## src/rtl/simple_uart_tx.sv

```systemverilog
// -----------------------------------------------------------------------------
// simple_uart_tx
// Memory-mapped 8N1 UART transmitter on the PicoRV32 native memory bus.
// Firmware console writes are buffered in a TX FIFO and serialised on uart_txd.
// Each accepted byte is also mirrored on tx_byte/tx_strobe so a simulation
// environment can print the console stream.
//
// Register map (offset = mem_addr[3:2]):
//   0 DATA    W: push mem_wdata[7:0] when mem_wstrb[0]; reads return 0
//   1 STATUS  R: [0] fifo_full, [1] fifo_empty, [2] busy, [15:8] fifo count
//   2 DIV     R/W: [15:0] bit period in clk cycles, values below 2 stored as 2
//   3 --      reads 0, writes ignored, still acknowledged
//
// Ports:
//   clk        system clock
//   reset      synchronous, active-high reset
//   sel        address-decode hit for this block, qualifies mem_valid
//   mem_valid  bus request valid
//   mem_addr   byte address, only [3:2] decoded
//   mem_wdata  write data
//   mem_wstrb  byte strobes, all-zero means read
//   mem_rdata  read data, non-zero only while mem_ready is high
//   mem_ready  one-cycle transfer-complete pulse
//   uart_txd   serial output, idles high
//   tx_byte    last byte accepted into the transmit path
//   tx_strobe  one-cycle pulse whenever tx_byte is updated
// -----------------------------------------------------------------------------
module simple_uart_tx #(
  parameter int FIFO_DEPTH  = 16,
  parameter int DEFAULT_DIV = 104
) (
  input  logic        clk,
  input  logic        reset,
  input  logic        sel,
  input  logic        mem_valid,
  input  logic [31:0] mem_addr,
  input  logic [31:0] mem_wdata,
  input  logic [3:0]  mem_wstrb,
  output logic [31:0] mem_rdata,
  output logic        mem_ready,
  output logic        uart_txd,
  output logic [7:0]  tx_byte,
  output logic        tx_strobe
);

  localparam int AW = $clog2(FIFO_DEPTH);
  localparam int CW = AW + 1;

  localparam logic [15:0]   DIV_RESET = 16'(DEFAULT_DIV);
  localparam logic [CW-1:0] DEPTH_CNT = CW'(FIFO_DEPTH);
  localparam logic [CW-1:0] CNT_ZERO  = CW'(0);
  localparam logic [CW-1:0] CNT_ONE   = CW'(1);
  localparam logic [AW-1:0] PTR_ZERO  = AW'(0);
  localparam logic [AW-1:0] PTR_ONE   = AW'(1);

  localparam logic [1:0] OFS_DATA   = 2'd0;
  localparam logic [1:0] OFS_STATUS = 2'd1;
  localparam logic [1:0] OFS_DIV    = 2'd2;

  typedef enum logic [1:0] {
    ST_IDLE  = 2'd0,
    ST_START = 2'd1,
    ST_DATA  = 2'd2,
    ST_STOP  = 2'd3
  } tx_state_t;

  // Bus-side registers
  logic        mem_ready_r;
  logic [31:0] mem_rdata_r;
  logic [7:0]  tx_byte_r;
  logic        tx_strobe_r;
  logic [15:0] div_r;

  // FIFO storage and bookkeeping
  logic [7:0]    fifo_mem_r [FIFO_DEPTH];
  logic [AW-1:0] wr_ptr_r;
  logic [AW-1:0] rd_ptr_r;
  logic [CW-1:0] count_r;

  // Transmit FSM state
  tx_state_t   state_r;
  logic        txd_r;
  logic [15:0] timer_r;
  logic [15:0] div_lat_r;
  logic [7:0]  shift_r;
  logic [2:0]  bit_idx_r;

  // Combinational control
  logic [1:0]  offset_s;
  logic        req_s;
  logic        is_write_s;
  logic        fifo_empty_s;
  logic        fifo_full_s;
  logic        busy_s;
  logic        start_slot_s;
  logic        pop_s;
  logic        push_want_s;
  logic        stall_s;
  logic        accept_s;
  logic        push_s;
  logic        bypass_s;
  logic        fifo_wr_s;
  logic        frame_start_s;
  logic [7:0]  next_byte_s;
  logic [7:0]  status_cnt_s;
  logic [31:0] rd_val_s;
  logic [15:0] div_wr_s;
  logic [15:0] div_clamped_s;
  logic        div_we_s;
  logic        unused_bits_s;

  assign unused_bits_s = ^{mem_addr[31:4], mem_addr[1:0], mem_wdata[31:16], mem_wstrb[3:2]};

  // Request qualification, FIFO flow control and frame-start decisions.
  always_comb begin
    offset_s     = mem_addr[3:2];
    req_s        = sel && mem_valid && !mem_ready_r;
    is_write_s   = (mem_wstrb != 4'b0000);
    fifo_empty_s = (count_r == CNT_ZERO);
    fifo_full_s  = (count_r == DEPTH_CNT);
    busy_s       = (state_r != ST_IDLE);
    // A new frame may begin while idle or on the last cycle of a stop bit.
    start_slot_s = (state_r == ST_IDLE) || ((state_r == ST_STOP) && (timer_r == 16'd0));
    pop_s        = start_slot_s && !fifo_empty_s;
    push_want_s  = req_s && (offset_s == OFS_DATA) && mem_wstrb[0];
    // A pop in the same cycle frees a slot, so a full FIFO only stalls without one.
    stall_s      = push_want_s && fifo_full_s && !pop_s;
    accept_s     = req_s && !stall_s;
    push_s       = push_want_s && !stall_s;
    // An empty FIFO at a frame-start slot hands the byte straight to the
    // shifter, so the start bit appears the cycle after acceptance.
    bypass_s      = push_s && start_slot_s && fifo_empty_s;
    fifo_wr_s     = push_s && !bypass_s;
    frame_start_s = pop_s || bypass_s;
    status_cnt_s  = 8'(count_r);
  end

  // Source of the byte loaded into the shifter at a frame start.
  always_comb begin
    next_byte_s = 8'h00;
    if (pop_s) begin
      next_byte_s = fifo_mem_r[rd_ptr_r];
    end else begin
      next_byte_s = mem_wdata[7:0];
    end
  end

  // Read-data mux; writes return zero.
  always_comb begin
    rd_val_s = 32'h0000_0000;
    if (!is_write_s) begin
      case (offset_s)
        OFS_STATUS: rd_val_s = {16'h0000, status_cnt_s, 5'b00000, busy_s, fifo_empty_s, fifo_full_s};
        OFS_DIV:    rd_val_s = {16'h0000, div_r};
        default:    rd_val_s = 32'h0000_0000;
      endcase
    end else begin
      rd_val_s = 32'h0000_0000;
    end
  end

  // DIV write value honouring byte strobes, clamped to a minimum of 2.
  always_comb begin
    div_wr_s[15:8] = mem_wstrb[1] ? mem_wdata[15:8] : div_r[15:8];
    div_wr_s[7:0]  = mem_wstrb[0] ? mem_wdata[7:0]  : div_r[7:0];
    div_we_s       = accept_s && (offset_s == OFS_DIV) && (mem_wstrb[1:0] != 2'b00);
    if (div_wr_s < 16'd2) begin
      div_clamped_s = 16'd2;
    end else begin
      div_clamped_s = div_wr_s;
    end
  end

  // Bus response, DIV register and console mirror.
  always_ff @(posedge clk) begin
    if (reset) begin
      mem_ready_r <= 1'b0;
      mem_rdata_r <= 32'h0000_0000;
      tx_byte_r   <= 8'h00;
      tx_strobe_r <= 1'b0;
      div_r       <= DIV_RESET;
    end else begin
      mem_ready_r <= accept_s;
      mem_rdata_r <= accept_s ? rd_val_s : 32'h0000_0000;
      tx_strobe_r <= push_s;
      if (push_s) begin
        tx_byte_r <= mem_wdata[7:0];
      end
      if (div_we_s) begin
        div_r <= div_clamped_s;
      end
    end
  end

  // TX FIFO storage, pointers and occupancy count.
  always_ff @(posedge clk) begin
    if (reset) begin
      wr_ptr_r <= PTR_ZERO;
      rd_ptr_r <= PTR_ZERO;
      count_r  <= CNT_ZERO;
      for (int i = 0; i < FIFO_DEPTH; i++) begin
        fifo_mem_r[i] <= 8'h00;
      end
    end else begin
      if (fifo_wr_s) begin
        fifo_mem_r[wr_ptr_r] <= mem_wdata[7:0];
        wr_ptr_r             <= wr_ptr_r + PTR_ONE;
      end
      if (pop_s) begin
        rd_ptr_r <= rd_ptr_r + PTR_ONE;
      end
      case ({fifo_wr_s, pop_s})
        2'b10:   count_r <= count_r + CNT_ONE;
        2'b01:   count_r <= count_r - CNT_ONE;
        default: count_r <= count_r;
      endcase
    end
  end

  // Transmit FSM: frame sequencing, bit timer and registered serial output.
  always_ff @(posedge clk) begin
    if (reset) begin
      state_r   <= ST_IDLE;
      txd_r     <= 1'b1;
      timer_r   <= 16'd0;
      div_lat_r <= DIV_RESET;
      shift_r   <= 8'h00;
      bit_idx_r <= 3'd0;
    end else begin
      case (state_r)
        ST_IDLE: begin
          txd_r <= 1'b1;
          if (frame_start_s) begin
            // DIV is sampled only here, so mid-frame writes wait for the next frame.
            state_r   <= ST_START;
            txd_r     <= 1'b0;
            shift_r   <= next_byte_s;
            div_lat_r <= div_r;
            timer_r   <= div_r - 16'd1;
          end
        end
        ST_START: begin
          if (timer_r == 16'd0) begin
            state_r   <= ST_DATA;
            txd_r     <= shift_r[0];
            shift_r   <= {1'b0, shift_r[7:1]};
            bit_idx_r <= 3'd0;
            timer_r   <= div_lat_r - 16'd1;
          end else begin
            timer_r <= timer_r - 16'd1;
          end
        end
        ST_DATA: begin
          if (timer_r == 16'd0) begin
            timer_r <= div_lat_r - 16'd1;
            if (bit_idx_r == 3'd7) begin
              state_r <= ST_STOP;
              txd_r   <= 1'b1;
            end else begin
              bit_idx_r <= bit_idx_r + 3'd1;
              txd_r     <= shift_r[0];
              shift_r   <= {1'b0, shift_r[7:1]};
            end
          end else begin
            timer_r <= timer_r - 16'd1;
          end
        end
        ST_STOP: begin
          if (timer_r == 16'd0) begin
            if (frame_start_s) begin
              // Chain straight into the next start bit with no idle gap.
              state_r   <= ST_START;
              txd_r     <= 1'b0;
              shift_r   <= next_byte_s;
              div_lat_r <= div_r;
              timer_r   <= div_r - 16'd1;
            end else begin
              state_r <= ST_IDLE;
              txd_r   <= 1'b1;
            end
          end else begin
            timer_r <= timer_r - 16'd1;
          end
        end
        default: begin
          state_r <= ST_IDLE;
          txd_r   <= 1'b1;
        end
      endcase
    end
  end

  assign mem_ready = mem_ready_r;
  assign mem_rdata = mem_rdata_r;
  assign uart_txd  = txd_r;
  assign tx_byte   = tx_byte_r;
  assign tx_strobe = tx_strobe_r;

endmodule

```

## config.mk

```make
export PLATFORM = sky130hd
export DESIGN_NAME = simple_uart_tx
export DESIGN_NICKNAME = d
export VERILOG_FILES = /design/src/rtl/simple_uart_tx.sv
export SDC_FILE = /design/constraint.sdc
export NUM_CORES = 1
export LEC_CHECK = 0
export ABC_AREA = 1
export CORE_MARGIN = 2
export CORE_UTILIZATION = 50
export CTS_CLUSTER_DIAMETER = 120
export DETAILED_ROUTE_END_ITERATION = 6
export GPL_ROUTABILITY_DRIVEN = 0
export PLACE_DENSITY = 0.72
export SLEW_MARGIN = 20
export SYNTH_ARGS = -nofsm -noshare
export SYNTH_HDL_FRONTEND = slang
export SYNTH_SLANG_ARGS = --single-unit
```

## constraint.sdc

```tcl
create_clock -name clk -period 3 [get_ports clk]
set_input_delay 0.6 -clock clk [delete_from_list [all_inputs] [get_ports clk]]
set_output_delay 0.6 -clock clk [all_outputs]
set_load 0.01 [all_outputs]
```

==> run_summary.xml <==
<?xml version="1.0" encoding="UTF-8"?>
<metrics>
  <group name="worst_setup_path">
    <metric name="worst-r2r-cell-count" unit="">16</metric>
    <metric name="critical_path.cell_chain" unit="">inv_1 &gt; ha_1 &gt; nand2_2 &gt; nor2_4 &gt; nand3_2 &gt; nand2_1 &gt; nand2_1 &gt; nand2_4 &gt; ha_1 &gt; inv_1 &gt; fa_1 &gt; nor2_1 &gt; a211oi_2 &gt; a21oi_1 &gt; nand2_1 &gt; nor3b_1</metric>
    <metric name="critical_path.slowest_cell" unit="">fa_1</metric>
    <metric name="launch_point_of_the_worst_path" unit="">timer_r[1]</metric>
    <metric name="critPathMostFrequentCell" unit="">nand2_1</metric>
    <metric name="cp_class" unit="">reg2reg</metric>
    <metric name="reg2reg_slack" unit="ps">190</metric>
    <metric name="crit_reg_reg_endpoint" unit="">count_r[4]</metric>
    <metric name="worst_setup_path_end_kind" unit="">register</metric>
    <metric name="worstPathRequired" unit="ps">3420</metric>
    <metric name="critPathMaxFanout" unit="">4</metric>
    <metric name="timing.critical_path.slowest_cell_delay" unit="ps">400</metric>
    <metric name="critical_path_start_type" unit="">register</metric>
    <metric name="regToRegStartpoint" unit="">timer_r[1]</metric>
    <metric name="arrival" unit="ps">3230</metric>
    <metric name="worst_setup_path_endpoint" unit="">count_r[4]</metric>
  </group>
  <group name="timing">
    <metric name="max_slew_margin" unit="%">46.5</metric>
    <metric name="rsz0062_at_grt" unit="">no</metric>
    <metric name="layout_worst_path_cycle_share" unit="%">93.7</metric>
    <metric name="fin_skew" unit="ps">24.7</metric>
    <metric name="finalHoldViolations" unit="">0</metric>
    <metric name="setup_viol_count_final" unit="">0</metric>
    <metric name="worst_slew_pin_slew" unit="ps">799</metric>
    <metric name="post-route-min-period" unit="ps">2810</metric>
    <metric name="worst_slack" unit="ps">189</metric>
    <metric name="final_max_slew_viol_count" unit="">0</metric>
    <metric name="fmax" unit="MHz">356</metric>
  </group>
  <group name="synth">
    <metric name="synth_enable_flop_cells" unit="">128</metric>
    <metric name="netlist_instances" unit="">1538</metric>
    <metric name="syn_area" unit="mm^2">0.0121</metric>
    <metric name="synth_top_area_share" unit="%">31.7</metric>
    <metric name="synth-async-reset-ratio" unit="%">0</metric>
    <metric name="synth_top_family_by_area" unit="">simple AND/OR/NAND/NOR gates</metric>
    <metric name="synth_sequential_area_ratio" unit="%">49.0</metric>
    <metric name="post_synth_fa_ha_maj_area_fraction" unit="%">2.54</metric>
    <metric name="synth_compound_area_share" unit="%">9.34</metric>
    <metric name="netlist_top_cells_count" unit="">nand2_1, nor2_1, nand3_1, edfxtp_1, inv_1</metric>
    <metric name="post_synth_xor_area_fraction" unit="%">1.16</metric>
    <metric name="synthesis.yosys.warnings" unit="">0</metric>
    <metric name="synth-main-ff-cell" unit="">edfxtp_1</metric>
    <metric name="mapped_avg_cell_area" unit="um^2">7.88</metric>
    <metric name="synth_simple_gate_area_share" unit="%">30.4</metric>
    <metric name="synth.top_cells.by_area" unit="">edfxtp_1, dfxtp_1, nand2_1</metric>
    <metric name="synth.area.mux_share" unit="%">0</metric>
    <metric name="synth_seq_cells" unit="">233</metric>
    <metric name="synth_top_area_cell" unit="">edfxtp_1</metric>
    <metric name="synth.lib_cells_used.distinct" unit="">43</metric>
    <metric name="synth_most_common_cell" unit="">nand2_1</metric>
  </group>
  <group name="floorplan">
    <metric name="die_area" unit="mm^2">0.0255</metric>
    <metric name="start_util" unit="%">51.4</metric>
    <metric name="die_width" unit="um">160</metric>
    <metric name="rows" unit="">56</metric>
    <metric name="core_area" unit="mm^2">0.0236</metric>
    <metric name="fp.dieH" unit="um">160</metric>
    <metric name="ios" unit="">115</metric>
  </group>
  <group name="drt">
    <metric name="detailroute.via_count" unit="">10586</metric>
    <metric name="drtAntennaViolNets" unit="">0</metric>
    <metric name="detail_route.vias_per_cell" unit="">5.44</metric>
    <metric name="first_pass_iters" unit="">5</metric>
    <metric name="route.detailed.drc" unit="">0</metric>
    <metric name="detail_route.wirelength" unit="um">31700</metric>
    <metric name="dr.first_iter.drc_count" unit="">1151</metric>
    <metric name="post_drt_wl_per_cell" unit="um">16.3</metric>
  </group>
  <group name="clock_network">
    <metric name="post-cts-setup-buffer-count" unit="">0</metric>
    <metric name="cts.path.max_buffers" unit="">3</metric>
    <metric name="tritoncts" unit="">done</metric>
    <metric name="cts_made_buffers" unit="">24</metric>
    <metric name="path_clk_slew" unit="ps">70</metric>
    <metric name="cts_root_buffer" unit="">clkbuf_16</metric>
    <metric name="insertion_delay" unit="ps">550</metric>
    <metric name="htree_num_levels" unit="">1</metric>
    <metric name="number_of_clock_sinks_seen_by_cts" unit="">233</metric>
  </group>
  <group name="final_layout">
    <metric name="n_antenna_cell" unit="">0</metric>
    <metric name="design_area" unit="mm^2">0.0141</metric>
    <metric name="post_route_non_filler_standard_cell_count" unit="">1945</metric>
    <metric name="fillerInstances" unit="">2083</metric>
    <metric name="layout_cells_sized_above_1" unit="%">9.04</metric>
    <metric name="final_util" unit="%">59.5</metric>
    <metric name="multi_input_area" unit="mm^2">0.00534</metric>
    <metric name="final_nets" unit="">1704</metric>
    <metric name="syn_to_final_growth" unit="%">16.0</metric>
    <metric name="regArea" unit="mm^2">0.00595</metric>
  </group>
  <group name="power_and_ir_drop">
    <metric name="worst_ir_drop_vdd" unit="mV">0.479</metric>
    <metric name="total_power" unit="uW">11700</metric>
    <metric name="leakage_power" unit="uW">0.00585</metric>
    <metric name="pwr_density_cell" unit="mW/mm^2">831</metric>
  </group>
  <group name="grt">
    <metric name="grt_max_degree" unit="">65</metric>
    <metric name="grt_util_all_layers" unit="%">24.9</metric>
    <metric name="first_global_vias" unit="">9815</metric>
    <metric name="global_route_wire_length_before_repair" unit="um">51500</metric>
    <metric name="initial_antenna_violation_count" unit="">0</metric>
    <metric name="grt_overflow" unit="">0</metric>
  </group>
  <group name="placed_design">
    <metric name="post-place-ws" unit="ps">-275</metric>
    <metric name="placed_standard_cell_area" unit="mm^2">0.0132</metric>
    <metric name="port_buffers" unit="">52</metric>
    <metric name="place.detailed.hpwl" unit="um">22400</metric>
    <metric name="place.detailed.instances" unit="">1901</metric>
  </group>
  <group name="status">
    <metric name="outcome" unit="">complete, no violations</metric>
  </group>
  <group name="min_path">
    <metric name="timing.hold.worst.class" unit="">in2reg</metric>
    <metric name="timing.hold.worst_path_depth" unit="">2</metric>
  </group>
  <group name="job">
    <metric name="timing.max_cap.violations" unit="">0</metric>
  </group>
</metrics>
cell families after synthesis:
kind of cell	Yosys count
and+or+nand+nor	834
DFF	233
buffers and inverters	218
AOI/OAI and AO/OA	212
adders and majority gates	24
xor gates and xnor gates	16
other	1
flip-flops by register name, indices dropped and copies added (netlist names), named ones only:
register    flops
mem_ready       1
uart_txd        1
div_r          16
state_r         2
bit_idx_r       3
wr_ptr_r        4
tx_strobe       1
tx_byte         8
mem_rdata      16
fifo_mem_r    128
rd_ptr_r        4
shift_r         8
timer_r        16
count_r         5
div_lat_r      16
worst max-delay path, delay by kind of cell, from the launching register on:
kind	cells	cell delay, ps
fa+ha+maj	3	840
simple gates	9	1110
buf+inv	2	190
flops	1	300
compound gates	2	250
area by class of cell:
class	count	area share, %
Clock inverter	10	0.774
Tap cell	319	2.84
Sequential cell	233	42.3
Multi-Input combinational cell	1102	38.0
Clock buffer	34	5.36
Timing Repair Buffer	115	7.21
Inverter	132	3.56
report_power, final:
group / switching (uW) / total, uW / internal (uW)
sequential: 237 / 3920 / 3690
clock: 1300 / 3160 / 1860
combinational: 3060 / 4590 / 1530
per-stage QoR:
step                      setup TNS, ps  hold WS [ps]
after detailed placement           -547           464
after global routing                  0           383
after floorplan                       0           434
final                                 0           371
after global placement             -397           456
after CTS                             0           350
per-layer routing:
metal  part of all wire [%]  routed length [um]  global-route usage, %
met5                      0                   0                      0
met4                    2.1                 668                   6.12
met3                    9.4                3000                   4.68
met2                     43               13800                   37.9
met1                     45               14300                   36.7
worst min-delay path by stage:
| stage | start | endpoint | slack [ps] |
|---|---|---|---|
| finish | reset | wr_ptr_r[3] | 370 |
| global route | reset | wr_ptr_r[3] | 380 |
| CTS | reset | wr_ptr_r[3] | 350 |
| detailed placement | div_lat_r[15] | div_lat_r[15] | 460 |
| global placement | div_lat_r[15] | div_lat_r[15] | 460 |
| floorplan | rd_ptr_r[3] | register | 430 |
placed cells by master, fill, tap and decap left out, types with 51 or more instances in the layout:
cell type / synthesis / layout
a21oi_1: 95 / 95
buf_4: 16 / 61
clkdlybuf4s50_1: 0 / 51
dfxtp_1: 105 / 104
edfxtp_1: 128 / 128
inv_1: 121 / 120
nand2_1: 363 / 362
nand3_1: 175 / 175
nor2_1: 228 / 227
o21ai_0: 86 / 85
what timing repair did:
action                     CTS  global route
setup endpoints to repair    0             2
hold endpoints to repair     0             0
hold buffers                 0             0
gates resized for setup      0             4
Note: power is estimated with default switching activity, not from simulation.
